`config.mk`:
```
export PLATFORM = sky130hd
export DESIGN_NAME = tron_frame_scheduler
export DESIGN_NICKNAME = d
export VERILOG_FILES = /design/src/rtl/tron_pkg.sv /design/src/rtl/frame_timer.sv /design/src/rtl/tron_frame_scheduler.sv
export SDC_FILE = /design/constraint.sdc
export NUM_CORES = 1
export LEC_CHECK = 0
export CORE_ASPECT_RATIO = 0.8
export CORE_MARGIN = 2
export CORE_UTILIZATION = 50
export CTS_CLUSTER_SIZE = 25
export DETAILED_ROUTE_END_ITERATION = 12
export PLACE_DENSITY_LB_ADDON = 0.15
export RECOVER_POWER = 100
export SLEW_MARGIN = 25
export SYNTH_ARGS = -nofsm -noshare
export SYNTH_HDL_FRONTEND = slang
export SYNTH_SLANG_ARGS = --single-unit
```
`constraint.sdc`:
```
create_clock -name clk -period 3.1 [get_ports clk]
set_input_delay 0.775 -clock clk [delete_from_list [all_inputs] [get_ports clk]]
set_output_delay 0.775 -clock clk [all_outputs]
set_load 0.05 [all_outputs]
```
`src/rtl/tron_pkg.sv`:
```
// ---------------------------------------------------------------------------
// tron_pkg
// Shared constants for the Tron frame scheduler: the screen geometry, the
// tile size, the scheduler state encoding, the update bit mapping and the
// player snapshot record.
// ---------------------------------------------------------------------------
package tron_pkg;

  localparam int SCREEN_W = 160;
  localparam int SCREEN_H = 120;
  localparam int TILE     = 4;

  localparam logic [2:0] COLOUR_BLACK = 3'b000;

  // Scheduler states, kept as plain constants so older tools can read them.
  localparam logic [2:0] ST_IDLE   = 3'd0;
  localparam logic [2:0] ST_CLEAR  = 3'd1;
  localparam logic [2:0] ST_WAIT   = 3'd2;
  localparam logic [2:0] ST_UPDATE = 3'd3;
  localparam logic [2:0] ST_SETTLE = 3'd4;
  localparam logic [2:0] ST_DRAW_A = 3'd5;
  localparam logic [2:0] ST_DRAW_B = 3'd6;

  // Bit n of the update port goes to player n.
  localparam int UPD_P0 = 0;
  localparam int UPD_P1 = 1;

  // One player's tile origin and colour, captured once per step.
  typedef struct packed {
    logic [7:0] x;
    logic [6:0] y;
    logic [2:0] colour;
  } tile_src_t;

  // True when a widened pixel coordinate lands inside the visible screen.
  function automatic logic on_screen(input logic [8:0] px, input logic [7:0] py);
    return (px < 9'(SCREEN_W)) && (py < 8'(SCREEN_H));
  endfunction

endpackage

```
`src/rtl/frame_timer.sv`:
```
// ---------------------------------------------------------------------------
// frame_timer
// Paces the game: a delay counter produces one tick per video frame and a
// frame counter turns every FRAMES_PER_STEP-th tick into a step expiry.
//
// Ports:
//   clk     in   system clock
//   resetn  in   synchronous active-low reset
//   hold    in   keep both counters at their reload values
//   expire  out  high for the one cycle in which a game step expires
// ---------------------------------------------------------------------------
module frame_timer #(
  parameter int FRAME_TICKS     = 833334,
  parameter int FRAMES_PER_STEP = 4
) (
  input  logic clk,
  input  logic resetn,
  input  logic hold,
  output logic expire
);

  localparam int DW = (FRAME_TICKS > 1) ? $clog2(FRAME_TICKS) : 1;
  localparam int FW = (FRAMES_PER_STEP > 1) ? $clog2(FRAMES_PER_STEP) : 1;

  localparam logic [DW-1:0] RELOAD = DW'(FRAME_TICKS - 1);
  localparam logic [FW-1:0] LAST   = FW'(FRAMES_PER_STEP - 1);

  logic [DW-1:0] delay;
  logic [FW-1:0] frames;
  logic          tick;

  assign tick   = !hold && (delay == '0);
  assign expire = tick && (frames == LAST);

  // Delay counts down and reloads on its tick; frames counts ticks and
  // wraps on the expiring one. Holding parks both at their start values.
  always_ff @(posedge clk) begin
    if (!resetn || hold) begin
      delay  <= RELOAD;
      frames <= '0;
    end else if (tick) begin
      delay  <= RELOAD;
      frames <= (frames == LAST) ? '0 : frames + 1'b1;
    end else begin
      delay <= delay - 1'b1;
    end
  end

endmodule

```
`src/rtl/tron_frame_scheduler.sv`:
```
// ---------------------------------------------------------------------------
// tron_frame_scheduler
// Shares the single vga_adapter plot port between two light-cycle datapaths
// and a full-screen clear. Each game step it pulses both players' update,
// snapshots their positions and draws both 4x4 tiles back to back, swapping
// which player goes first every step.
//
// Ports:
//   clk, resetn            clock and synchronous active-low reset
//   go                     start request, only looked at in IDLE
//   clear_req              full-screen clear request
//   p0_x/p0_y/p0_colour    player 0 tile origin and colour
//   p1_x/p1_y/p1_colour    player 1 tile origin and colour
//   update                 one-cycle step pulse, bit n to player n
//   x/y/colour/plot        registered pixel port to vga_adapter
//   busy                   scheduler is clearing or running a step
//   step_done              one-cycle pulse once both tiles are drawn
// ---------------------------------------------------------------------------
module tron_frame_scheduler
  import tron_pkg::*;
#(
  parameter int FRAME_TICKS     = 833334,
  parameter int FRAMES_PER_STEP = 4
) (
  input  logic       clk,
  input  logic       resetn,
  input  logic       go,
  input  logic       clear_req,
  input  logic [7:0] p0_x,
  input  logic [6:0] p0_y,
  input  logic [2:0] p0_colour,
  input  logic [7:0] p1_x,
  input  logic [6:0] p1_y,
  input  logic [2:0] p1_colour,
  output logic [1:0] update,
  output logic [7:0] x,
  output logic [6:0] y,
  output logic [2:0] colour,
  output logic       plot,
  output logic       busy,
  output logic       step_done
);

  logic [2:0] state, state_nx;
  logic       order;
  logic       clr_pend;
  logic [3:0] t;
  logic [7:0] clr_x;
  logic [6:0] clr_y;
  tile_src_t  snap0, snap1, cur;
  logic [8:0] sum_x;
  logic [7:0] sum_y;
  logic       expire, hold;
  logic       clear_end, tile_end;
  logic       state_busy, busy_tail;

  assign hold      = (state == ST_IDLE) || (state == ST_CLEAR);
  assign clear_end = (clr_x == 8'(SCREEN_W - 1)) && (clr_y == 7'(SCREEN_H - 1));
  assign tile_end  = (t == 4'(TILE * TILE - 1));

  frame_timer #(
    .FRAME_TICKS    (FRAME_TICKS),
    .FRAMES_PER_STEP(FRAMES_PER_STEP)
  ) u_frame_timer (
    .clk   (clk),
    .resetn(resetn),
    .hold  (hold),
    .expire(expire)
  );

  // busy_tail keeps busy up for the cycle in which the last registered pixel
  // of a clear or step is still being presented on the port.
  assign state_busy = (state != ST_IDLE) && (state != ST_WAIT);
  assign busy       = state_busy || busy_tail;

  always_comb begin
    update         = 2'b00;
    update[UPD_P0] = (state == ST_UPDATE);
    update[UPD_P1] = (state == ST_UPDATE);
  end

  // DRAW_A takes player 0 when order is 0, DRAW_B takes the other one.
  always_comb begin
    cur   = (((state == ST_DRAW_A) ? 1'b1 : 1'b0) ^ order) ? snap0 : snap1;
    sum_x = {1'b0, cur.x} + {7'd0, t[1:0]};
    sum_y = {1'b0, cur.y} + {6'd0, t[3:2]};
  end

  // Next-state logic. In WAIT a clear request beats an expiring step; a clear
  // seen while a step is running is deferred until DRAW_B has finished.
  always_comb begin
    state_nx = state;
    case (state)
      ST_IDLE:   if (go) state_nx = ST_CLEAR;
      ST_CLEAR:  if (clear_end) state_nx = ST_WAIT;
      ST_WAIT: begin
        if (clear_req)   state_nx = ST_CLEAR;
        else if (expire) state_nx = ST_UPDATE;
      end
      ST_UPDATE: state_nx = ST_SETTLE;
      ST_SETTLE: state_nx = ST_DRAW_A;
      ST_DRAW_A: if (tile_end) state_nx = ST_DRAW_B;
      ST_DRAW_B: if (tile_end) state_nx = (clr_pend || clear_req) ? ST_CLEAR : ST_WAIT;
      default:   state_nx = ST_IDLE;
    endcase
  end

  // State, counters, snapshots and the registered pixel port. plot drops to
  // 0 in every cycle that is not producing a pixel; x/y/colour just hold.
  always_ff @(posedge clk) begin
    if (!resetn) begin
      state     <= ST_IDLE;
      order     <= 1'b0;
      clr_pend  <= 1'b0;
      t         <= '0;
      clr_x     <= '0;
      clr_y     <= '0;
      snap0     <= '0;
      snap1     <= '0;
      x         <= '0;
      y         <= '0;
      colour    <= '0;
      plot      <= 1'b0;
      step_done <= 1'b0;
      busy_tail <= 1'b0;
    end else begin
      state     <= state_nx;
      plot      <= 1'b0;
      step_done <= 1'b0;
      busy_tail <= state_busy;
      case (state)
        ST_CLEAR: begin
          x        <= clr_x;
          y        <= clr_y;
          colour   <= COLOUR_BLACK;
          plot     <= 1'b1;
          clr_pend <= 1'b0;
          if (clr_x == 8'(SCREEN_W - 1)) begin
            clr_x <= '0;
            clr_y <= clear_end ? '0 : clr_y + 7'd1;
          end else begin
            clr_x <= clr_x + 8'd1;
          end
        end
        ST_UPDATE: clr_pend <= clear_req;
        ST_SETTLE: begin
          snap0    <= '{x: p0_x, y: p0_y, colour: p0_colour};
          snap1    <= '{x: p1_x, y: p1_y, colour: p1_colour};
          t        <= '0;
          clr_pend <= clr_pend || clear_req;
        end
        ST_DRAW_A, ST_DRAW_B: begin
          // Off-screen pixels still consume their slot, just without a write.
          x        <= sum_x[7:0];
          y        <= sum_y[6:0];
          colour   <= cur.colour;
          plot     <= on_screen(sum_x, sum_y);
          t        <= t + 4'd1;
          clr_pend <= clr_pend || clear_req;
          if (state == ST_DRAW_B && tile_end) begin
            order     <= ~order;
            step_done <= 1'b1;
          end
        end
        default: ;
      endcase
    end
  end

endmodule

```
# Word-level counts from Yosys, hierarchy flattened
# Cells that the tools add are included.
[classes]
addsub = 7
n_lt_le_gt_ge = 2
n_eq_ne = 16
mux = 20
bitwise_logic = 2
n_reduce_logical = 25
[op_table]
columns = ["cell", "count"]
rows = [
  ["$pmux 3 s7", 1],
  ["$logic_not 20->1", 1],
  ["$sub 20x1->20 const B", 1],
  ["$mux 18", 1],
  ["$mux 3", 6],
  ["$pmux 8 s2", 1],
  ["$pmux 7 s2", 1],
  ["$add 8x2->9", 1],
  ["$eq 3x3->1 const B", 3],
  ["$lt 9x8->1 const B", 1],
  ["$add 7x2->8", 1],
  ["$add 8x1->8 const B", 1],
  ["$eq 8x8->1 const B", 1],
  ["$lt 8x7->1 const B", 1],
  ["$mux 8", 1],
  ["$ne 2x2->1 const B", 4],
  ["$pmux 4 s2", 1],
  ["$add 7x1->7 const B", 1],
  ["$eq 7x7->1 const B", 1],
  ["$mux 7", 1],
  ["$eq 3x2->1 const B", 2],
  ["$logic_and 1x1->1", 6],
  ["$pmux 3 s2", 1],
  ["$reduce_and 2->1", 3],
  ["21 further kinds", 30],
]
[totals]
regBits = 103
inputBits = 40
out_inout_bits = 23
word_cells = 92

# Depth between registers and ports, before layout
# Gate-level depths: netlist of the first run.
[logic_depth]
word_depth = 8
ltp_mapped = 14
depth_no_buf = 11

# Hierarchy
# From an unflattened synthesis of the first run, not the netlist that was laid out.
[hier_totals]
cells_unflattened = 646
area_unflattened_um2 = 5158.7
[modules_own_cells]
columns = ["mod", "instances", "cells_per_inst", "area_per_inst_um2"]
rows = [
  ["tron_frame_scheduler", 1, 524, 4101.4],
  ["frame_timer", 1, 122, 1057.3],
]

# Worst setup path after synthesis of the first run
# OpenSTA, ideal clock, no wires.
[synth_path]
kind = "reg-to-reg"
from = "reg state[2]"
to = "reg plot"
setup_ns = 0.059
t_arrival_ns = 3.232
t_required_ns = 3.041
slack_ns = -0.191
stages_incl_launch_ff = 14
path_buffers = 2
synth_period_minus_slack_ns = 3.291
path_cell_list = "dfxtp_1 -> nand3b_1 -> xor2_2 -> buf_4 -> buf_4 -> mux2_2 -> ha_1 -> fa_1 -> inv_1 -> nor3b_1 -> nor3_1 -> o22ai_1 -> a2111oi_0 -> o221a_2"
[synth_via]
elab_chain_len = 8
[synth_lines]
columns = ["element", "line_no", "text"]
rows = [
  ["from (decl)", "tron_frame_scheduler.sv:44", "logic [2:0] state, state_nx;"],
  ["from (signal assigned)", "tron_frame_scheduler.sv:127", "state <= state_nx;"],
  ["$eq 3x3->1", "tron_frame_scheduler.sv:84, tron_frame_scheduler.sv:131", ""],
  ["$mux 1", "tron_frame_scheduler.sv:84", "cur = (((state == ST_DRAW_A) ? 1'b1 : 1'b0) ^ order) ? snap0 : snap1;"],
  ["$xor 1x1->1", "tron_frame_scheduler.sv:84", ""],
  ["$mux 18", "tron_frame_scheduler.sv:84", ""],
  ["$add 8x2->9 or $add 7x2->8 (tied branches)", "tron_frame_scheduler.sv:85, tron_frame_scheduler.sv:86", ""],
  ["$lt 9x8->1 or $lt 8x7->1 (tied branches)", "tron_pkg.sv:37", "return (px < 9'(SCREEN_W)) && (py < 8'(SCREEN_H));"],
  ["$logic_and 1x1->1", "tron_pkg.sv:37", ""],
  ["$pmux 1 s2 *", "tron_frame_scheduler.sv:131", "case (state)"],
  ["to (signal assigned)", "tron_frame_scheduler.sv:157", "plot <= on_screen(sum_x, sum_y);"],
  ["to (decl)", "tron_frame_scheduler.sv:39", "output logic plot,"],
]
# Every way passes the cells marked *; elsewhere a longest branch is shown, timed or not.
# A chain may end at the register's enable or synchronous reset.

# Worst setup path in the final report of the first run
[layout_path]
from = "reg state[1]"
to = "reg plot"
# The elaborated chain is that of the path after synthesis.

==> metrics.yaml, run 1 <==
status: "finished, final reports clean"
post_route_cells_drive_above_1_share_pct: 6.775
layout_worst_path_cycle_share_pct: 94.47
ys_seq_area_share_pct: 41.71
post_synth_num_cell_types: 58
pwr_density_cell_nw_per_um2: 637.4
drtPass1Iterations: 4
clock_insertion_delay_at_the_later_pin_of_the_skew_report_ns: 0.34
finClkSkew_ns: 0.007288
fraction_of_synthesis_flops_using_an_asynchronous_set_or_reset_pin_pct: 0
ys_warn_count: 0
post-dp-hpwl_mm: 8.649
clock.fmax_mhz: 341.5
remaining_drc_errors: 0
initial_utilization_pct: 51.23
critical_path.slowest_cell: "sky130_fd_sc_hd__fa_2"
worstHoldPathType: "flip-flop to flip-flop"
static-leakage-power_nw: 2.147
highest_metal_layer_with_signal_wires: "met4"
globalRoute.totalOverflow: 0
htree_levels: 3
number_of_buffers_added_to_fix_hold_violations_after_cts: 0
util_after_layout_pct: 62.19
floorplan.die.width_um: 115.2
cts_root_buffer: "sky130_fd_sc_hd__clkbuf_16"
postSynthCellCount: 619
cp_cell_sequence: "nand3b_1 -> xor2_2 -> mux2_4 -> ha_4 -> fa_2 -> inv_2 -> nor3b_1 -> nor3_1 -> o22ai_1 -> a2111oi_2 -> o221a_2"
worstSetupEndpointType: "flip-flop"
num_vias: 4452
grt_start_max_net_pins: 41
met1_length_mm: 5.735
critical_path.startpoint: "state[1]$_SDFFE_PN0P_"
die_h_um: 92.94
hold_viol_final: 0
slew_headroom_pct: 1.245
viasPerCell: 5.463
routed_wl_mm: 11.92
die-area_um2: 10700
worstPathMaxFanout: 7
cts_max_path_buffers: 2
postPlaceCellArea_um2: 5734
hold_start: "u_frame_timer.delay[0]$_SDFF_PP1_"
fp.coreArea_um2: 9649
setup-violations-final: 0
tritoncts: "done"
wire_length_of_the_first_global_routing_pass_mm: 19.91
synthesis.nets: 670
rsz_0062_raised_after_global_routing: "false"
cp.arrival_ns: 3.22
initial_antenna_violation_count: 0
synthesis.area_um2: 4943
grtUsageTotal_pct: 23.11
post_cts_resize_count: 0
finish.net_count: 725
grt_pass1_vias: 4204
main_flop_type_after_synthesis: "sky130_fd_sc_hd__dfxtp_1"
timing.critical_path.slowest_cell_delay_ns: 0.43
startpoint_type: "flip-flop"
cts_made_buffers: 9
post_cts.repair.setup_buffers: 0
layout.filler_cells: 889
crit_required_ns: 3.39
layout-area-overhead-vs-synth_pct: 21.39
timing.setup.tns_ns: 0
critical_path.reg2reg.startpoint: "state[1]$_SDFFE_PN0P_"
diodes_inserted: 0
maxSlewViolCount: 0
number_of_buffers_inserted_by_port_buffering: 62
detailedRoute.firstIterationViolations: 221
routedWlPerCell_um: 14.63
max-vdd-ir-drop_mv: 0.4178
detailroute.wirelength.met2_mm: 5.548
ioPinCount: 63
design_area_um2: 6001
synthesis.area_per_instance_um2: 7.986
cts_num_sinks: 103
tightest_slew_ns: 1.481
synth.ff_latch_count: 103
synth_enable_flop_cells: 0
worst_hold_slack_ns: 0.4337
startpoint_to_endpoint_class_of_the_critical_path: "flip-flop to flip-flop"
ant_nets: 0
design_power_total_mw: 3.825
max_cap_viol_count: 0
placementRows: 32
period_needed_ns: 2.929
clkTransAtPathRegs_ns: 0.07
dr_wl_met3_um: 478
globalplace.congestion: 0.8872
## layer usage
metal  vias up  GRT usage, %
met5         -             0
met4         0         6.827
met3        12         5.105
met2        97         37.25
met1      2086         30.99
li1       2257             -
## cell families (layout without fill, tap and decap cells)
group	count (synthesis)	count (layout)	share of synthesized area, %
xor+xnor	36	36	6.530
simple gates	284	284	26.68
buf+inv	44	104	3.594
mux	15	15	3.138
fa+ha+maj	11	11	3.088
compound gates	126	126	15.26
flops	103	103	41.71
## final timing paths
kind | slack (ns) | cells past startpoint | end
setup reg to reg | 0.17 | 11 | plot$_SDFF_PN0_
setup / recovery | 0.17 | 11 | plot$_SDFF_PN0_
hold reg to reg | 0.43 | 1 | u_frame_timer.delay[0]$_SDFF_PP1_
hold / removal | 0.43 | 1 | u_frame_timer.delay[0]$_SDFF_PP1_
## layout by cell type, fill, tap and decap left out, types with 8 or more instances in the layout
cell type	synthesis	final
sky130_fd_sc_hd__a21oi_1	67	65
sky130_fd_sc_hd__buf_4	3	10
sky130_fd_sc_hd__clkbuf_16	0	9
sky130_fd_sc_hd__clkdlybuf4s50_1	0	40
sky130_fd_sc_hd__dfxtp_1	103	103
sky130_fd_sc_hd__dlygate4sd3_1	0	22
sky130_fd_sc_hd__ha_1	9	8
sky130_fd_sc_hd__inv_1	11	10
sky130_fd_sc_hd__mux2i_1	11	11
sky130_fd_sc_hd__nand2_1	125	124
sky130_fd_sc_hd__nand2b_1	9	9
sky130_fd_sc_hd__nand3_1	13	13
sky130_fd_sc_hd__nand4_1	8	8
sky130_fd_sc_hd__nor2_1	63	63
sky130_fd_sc_hd__nor3_1	17	17
sky130_fd_sc_hd__o21ai_0	18	16
sky130_fd_sc_hd__or3_1	8	8
sky130_fd_sc_hd__or4_1	6	8
sky130_fd_sc_hd__xnor2_1	18	18
sky130_fd_sc_hd__xor2_1	17	17
## worst max-delay path, delay by kind of cell, from the launching register on
family / cells / cell delay, ns
and+or+nand+nor: 3 / 0.49
xor gates and xnor gates: 1 / 0.31
DFF: 1 / 0.31
muxes: 1 / 0.35
AOI/OAI and AO/OA: 3 / 0.71
adders and majority gates: 2 / 0.60
buffers and inverters: 1 / 0.09
## flip-flops by register name, summed over array words and instances (netlist names)
register              flops
clr_y                     7
snap0                    18
clr_pend                  1
u_frame_timer.frames      2
plot                      1
snap1                    18
colour                    3
t                         4
busy_tail                 1
clr_x                     8
x                         8
order                     1
state                     3
step_done                 1
y                         7
u_frame_timer.delay      20
## report_power, final
group	switching [mW]	internal [mW]
Clock	0.481	0.583
Combinational	0.788	0.406
Sequential	0.101	1.47
## synth_stat cells, types with 3 or more instances
master,count,share of area [%]
sky130_fd_sc_hd__a211oi_1,3,0.46
sky130_fd_sc_hd__o311a_1,3,0.61
sky130_fd_sc_hd__or3_1,8,1.0
sky130_fd_sc_hd__nand4_1,8,1.0
sky130_fd_sc_hd__nor4_1,4,0.51
sky130_fd_sc_hd__nand2_1,125,9.5
sky130_fd_sc_hd__dfxtp_1,103,42
sky130_fd_sc_hd__nor2_1,63,4.8
sky130_fd_sc_hd__a21oi_1,67,6.8
sky130_fd_sc_hd__buf_4,3,0.46
sky130_fd_sc_hd__xnor2_1,18,3.2
sky130_fd_sc_hd__and3_1,6,0.76
sky130_fd_sc_hd__nand2b_1,9,1.1
sky130_fd_sc_hd__a311oi_1,6,1.1
sky130_fd_sc_hd__xor2_1,17,3.0
sky130_fd_sc_hd__and2_1,3,0.38
sky130_fd_sc_hd__mux2_2,4,0.91
sky130_fd_sc_hd__mux2i_1,11,2.2
sky130_fd_sc_hd__inv_1,11,0.84
sky130_fd_sc_hd__or4_1,6,0.91
sky130_fd_sc_hd__nor3_1,17,1.7
sky130_fd_sc_hd__nand3_1,13,1.3
sky130_fd_sc_hd__or2_2,3,0.38
sky130_fd_sc_hd__o211ai_1,3,0.46
sky130_fd_sc_hd__o21ai_0,18,1.8
sky130_fd_sc_hd__ha_1,9,2.3
sky130_fd_sc_hd__a31oi_1,6,0.76
sky130_fd_sc_hd__clkbuf_1,27,2.1
sky130_fd_sc_hd__nand3b_1,3,0.46
sky130_fd_sc_hd__o22ai_1,3,0.38
## stage by stage
stage,worst slack (ns),cells
after floorplan,0.005158,619
after CTS,0.03253,815
after global routing,0.008999,815
final,0.1714,815
after detailed placement,0.04984,799
after global placement,0.1870,799
## final cells by class
type | instances | area (um^2) | area share, %
Timing Repair Buffer | 76 | 719.4 | 11.99
Inverter | 12 | 45.04 | 0.7506
Clock inverter | 4 | 20.02 | 0.3336
Clock buffer | 12 | 256.5 | 4.274
Tap cell | 136 | 170.2 | 2.836
Sequential cell | 103 | 2062 | 34.36
Multi-Input combinational cell | 472 | 2728 | 45.45
Note: power is estimated with default switching activity, not from simulation.
==> inputs of run 2 (changes only) <==
--- a/config.mk
+++ b/config.mk
@@ -5,11 +5,12 @@
 export SDC_FILE = /design/constraint.sdc
 export NUM_CORES = 1
 export LEC_CHECK = 0
-export CORE_ASPECT_RATIO = 0.8
+export CORE_ASPECT_RATIO = 0.7
 export CORE_MARGIN = 2
 export CORE_UTILIZATION = 50
 export CTS_CLUSTER_SIZE = 25
 export DETAILED_ROUTE_END_ITERATION = 12
+export GPL_ROUTABILITY_DRIVEN = 0
 export PLACE_DENSITY_LB_ADDON = 0.15
 export RECOVER_POWER = 100
 export SLEW_MARGIN = 25
==> metrics.yaml, run 2 (synthesis results as in run 1) <==
number_of_buffers_inserted_by_port_buffering: 62
ant_nets: 0
startpoint_to_endpoint_class_of_the_critical_path: "flip-flop to primary output"
tritoncts: "done"
cts_num_sinks: 103
max_cap_viol_count: 0
cts_max_path_buffers: 2
post_route_cells_drive_above_1_share_pct: 7.059
cts_root_buffer: "sky130_fd_sc_hd__clkbuf_16"
static-leakage-power_nw: 2.173
biggestRegsByFlops: "u_frame_timer.delay: 20 flops, snap0: 18 flops, snap1: 18 flops"
ioPinCount: 63
layout-area-overhead-vs-synth_pct: 22.80
timing.setup.tns_ns: 0
setup-violations-final: 0
cts_made_buffers: 9
tightest_slew_ns: 1.487
wire_length_of_the_first_global_routing_pass_mm: 19.57
layout.filler_cells: 830
num_vias: 4536
rsz_0062_raised_after_global_routing: "false"
hold_viol_final: 0
leading_cell_type_in_the_layout_fill_and_taps_excluded: "sky130_fd_sc_hd__nand2_1"
drtPass1Iterations: 5
worstPathMaxFanout: 13
clock.fmax_mhz: 336.9
remaining_drc_errors: 0
clkTransAtPathRegs_ns: 0.07
max-vdd-ir-drop_mv: 0.4900
fin_ws_ns: 0.1316
grt_start_max_net_pins: 46
maxSlewViolCount: 0
viasPerCell: 5.614
globalRoute.totalOverflow: 0
fp.coreArea_um2: 9647
finish.net_count: 727
pwr_density_cell_nw_per_um2: 656.2
grt_pass1_vias: 4119
routed_wl_mm: 12.10
diodes_inserted: 0
placementRows: 30
detailedRoute.firstIterationViolations: 239
layout_worst_path_cycle_share_pct: 95.76
initial_utilization_pct: 51.25
startpoint_type: "flip-flop"
die_h_um: 87.19
slew_headroom_pct: 0.8414
layout.cells.most_common_list: "sky130_fd_sc_hd__nand2_1, sky130_fd_sc_hd__dfxtp_1, sky130_fd_sc_hd__a21oi_1, sky130_fd_sc_hd__nor2_1, sky130_fd_sc_hd__clkdlybuf4s50_1"
clock_insertion_delay_at_the_later_pin_of_the_skew_report_ns: 0.35
largest-register: "u_frame_timer.delay"
htree_levels: 3
largest_reg_flops: 20
floorplan.die.width_um: 122.8
routedWlPerCell_um: 14.97
period_needed_ns: 2.968
crit_required_ns: 2.32
cp.arrival_ns: 2.19
worstHoldPathType: "flip-flop to flip-flop"
dpl_worst_slack_ns: 0.02313
grtUsageTotal_pct: 23.34
initial_antenna_violation_count: 0
number_of_buffers_added_to_fix_hold_violations_after_cts: 0
die-area_um2: 10710
post-dp-hpwl_mm: 8.754
finClkSkew_ns: 0.01091
status: "finished, final reports clean"
worstSetupEndpointType: "primary output"
run 2: final timing paths:
kind,from,endpoint,slack [ns],cells past startpoint
min,u_frame_timer.delay[0]$_SDFF_PP1_,u_frame_timer.delay[0]$_SDFF_PP1_,0.43,1
min reg2reg,u_frame_timer.delay[0]$_SDFF_PP1_,u_frame_timer.delay[0]$_SDFF_PP1_,0.43,1
max reg2reg,state[1]$_SDFFE_PN0P_,plot$_SDFF_PN0_,0.18,12
max,state[0]$_SDFFE_PN0P_,update[0],0.13,4
run 2: repair_timing:
action	4_1_cts	5_1_grt
gates resized for setup	0	7
setup buffers	0	3
setup endpoints to repair	0	1
hold endpoints to repair	0	0
run 2: critical path, stage by stage, from the launching register on:
cell and delay (ns):
sky130_fd_sc_hd__dfxtp_1 0.33, sky130_fd_sc_hd__buf_2 0.22, sky130_fd_sc_hd__nand2_1 0.16, sky130_fd_sc_hd__nor2_1 0.26, sky130_fd_sc_hd__clkdlybuf4s50_1 0.86
run 2: metrics by stage:
stage,hold WS (ns),total power [mW],cells,area [um^2],utilization [%]
after global placement,0.4138,2.798,790,5727,59.36
final,0.4330,3.984,808,6071,62.93
after global routing,0.4600,4.181,808,6071,62.93
after detailed placement,0.4191,2.820,790,5729,59.39
after CTS,0.4354,4.047,805,6050,62.71
after floorplan,0.3911,2.416,619,4976,-
run 2: routing by layer:
| metal | global-route usage [%] | up-vias | wire (um) |
|---|---|---|---|
| li1 | - | 2255 | - |
| met1 | 32.42 | 2137 | 5866 |
| met2 | 35.31 | 125 | 5381 |
| met3 | 5.955 | 19 | 667 |
| met4 | 7.941 | 0 | 181 |
| met5 | 0 | - | 0 |
run 2: report_power, final:
group / switching, mW / internal (mW)
Clock: 0.492 / 0.726
Combinational: 0.797 / 0.405
Sequential: 0.0983 / 1.47
run 2: cell type report:
| class | count | area [um^2] | area share, % |
|---|---|---|---|
| Tap cell | 128 | 160.2 | 2.638 |
| Clock buffer | 10 | 239.0 | 3.937 |
| Sequential cell | 103 | 2062 | 33.97 |
| Timing Repair Buffer | 78 | 740.7 | 12.20 |
| Multi-Input combinational cell | 472 | 2743 | 45.18 |
| Clock inverter | 5 | 81.33 | 1.340 |
| Inverter | 12 | 45.04 | 0.7420 |
==> inputs of run 3 (changes only) <==
--- a/config.mk
+++ b/config.mk
@@ -5,6 +5,7 @@
 export SDC_FILE = /design/constraint.sdc
 export NUM_CORES = 1
 export LEC_CHECK = 0
+export ABC_AREA = 0
 export CORE_ASPECT_RATIO = 0.7
 export CORE_MARGIN = 2
 export CORE_UTILIZATION = 50
==> results of run 3 <==
No change in the layout: final DEF, timing and power equal those of run 2.
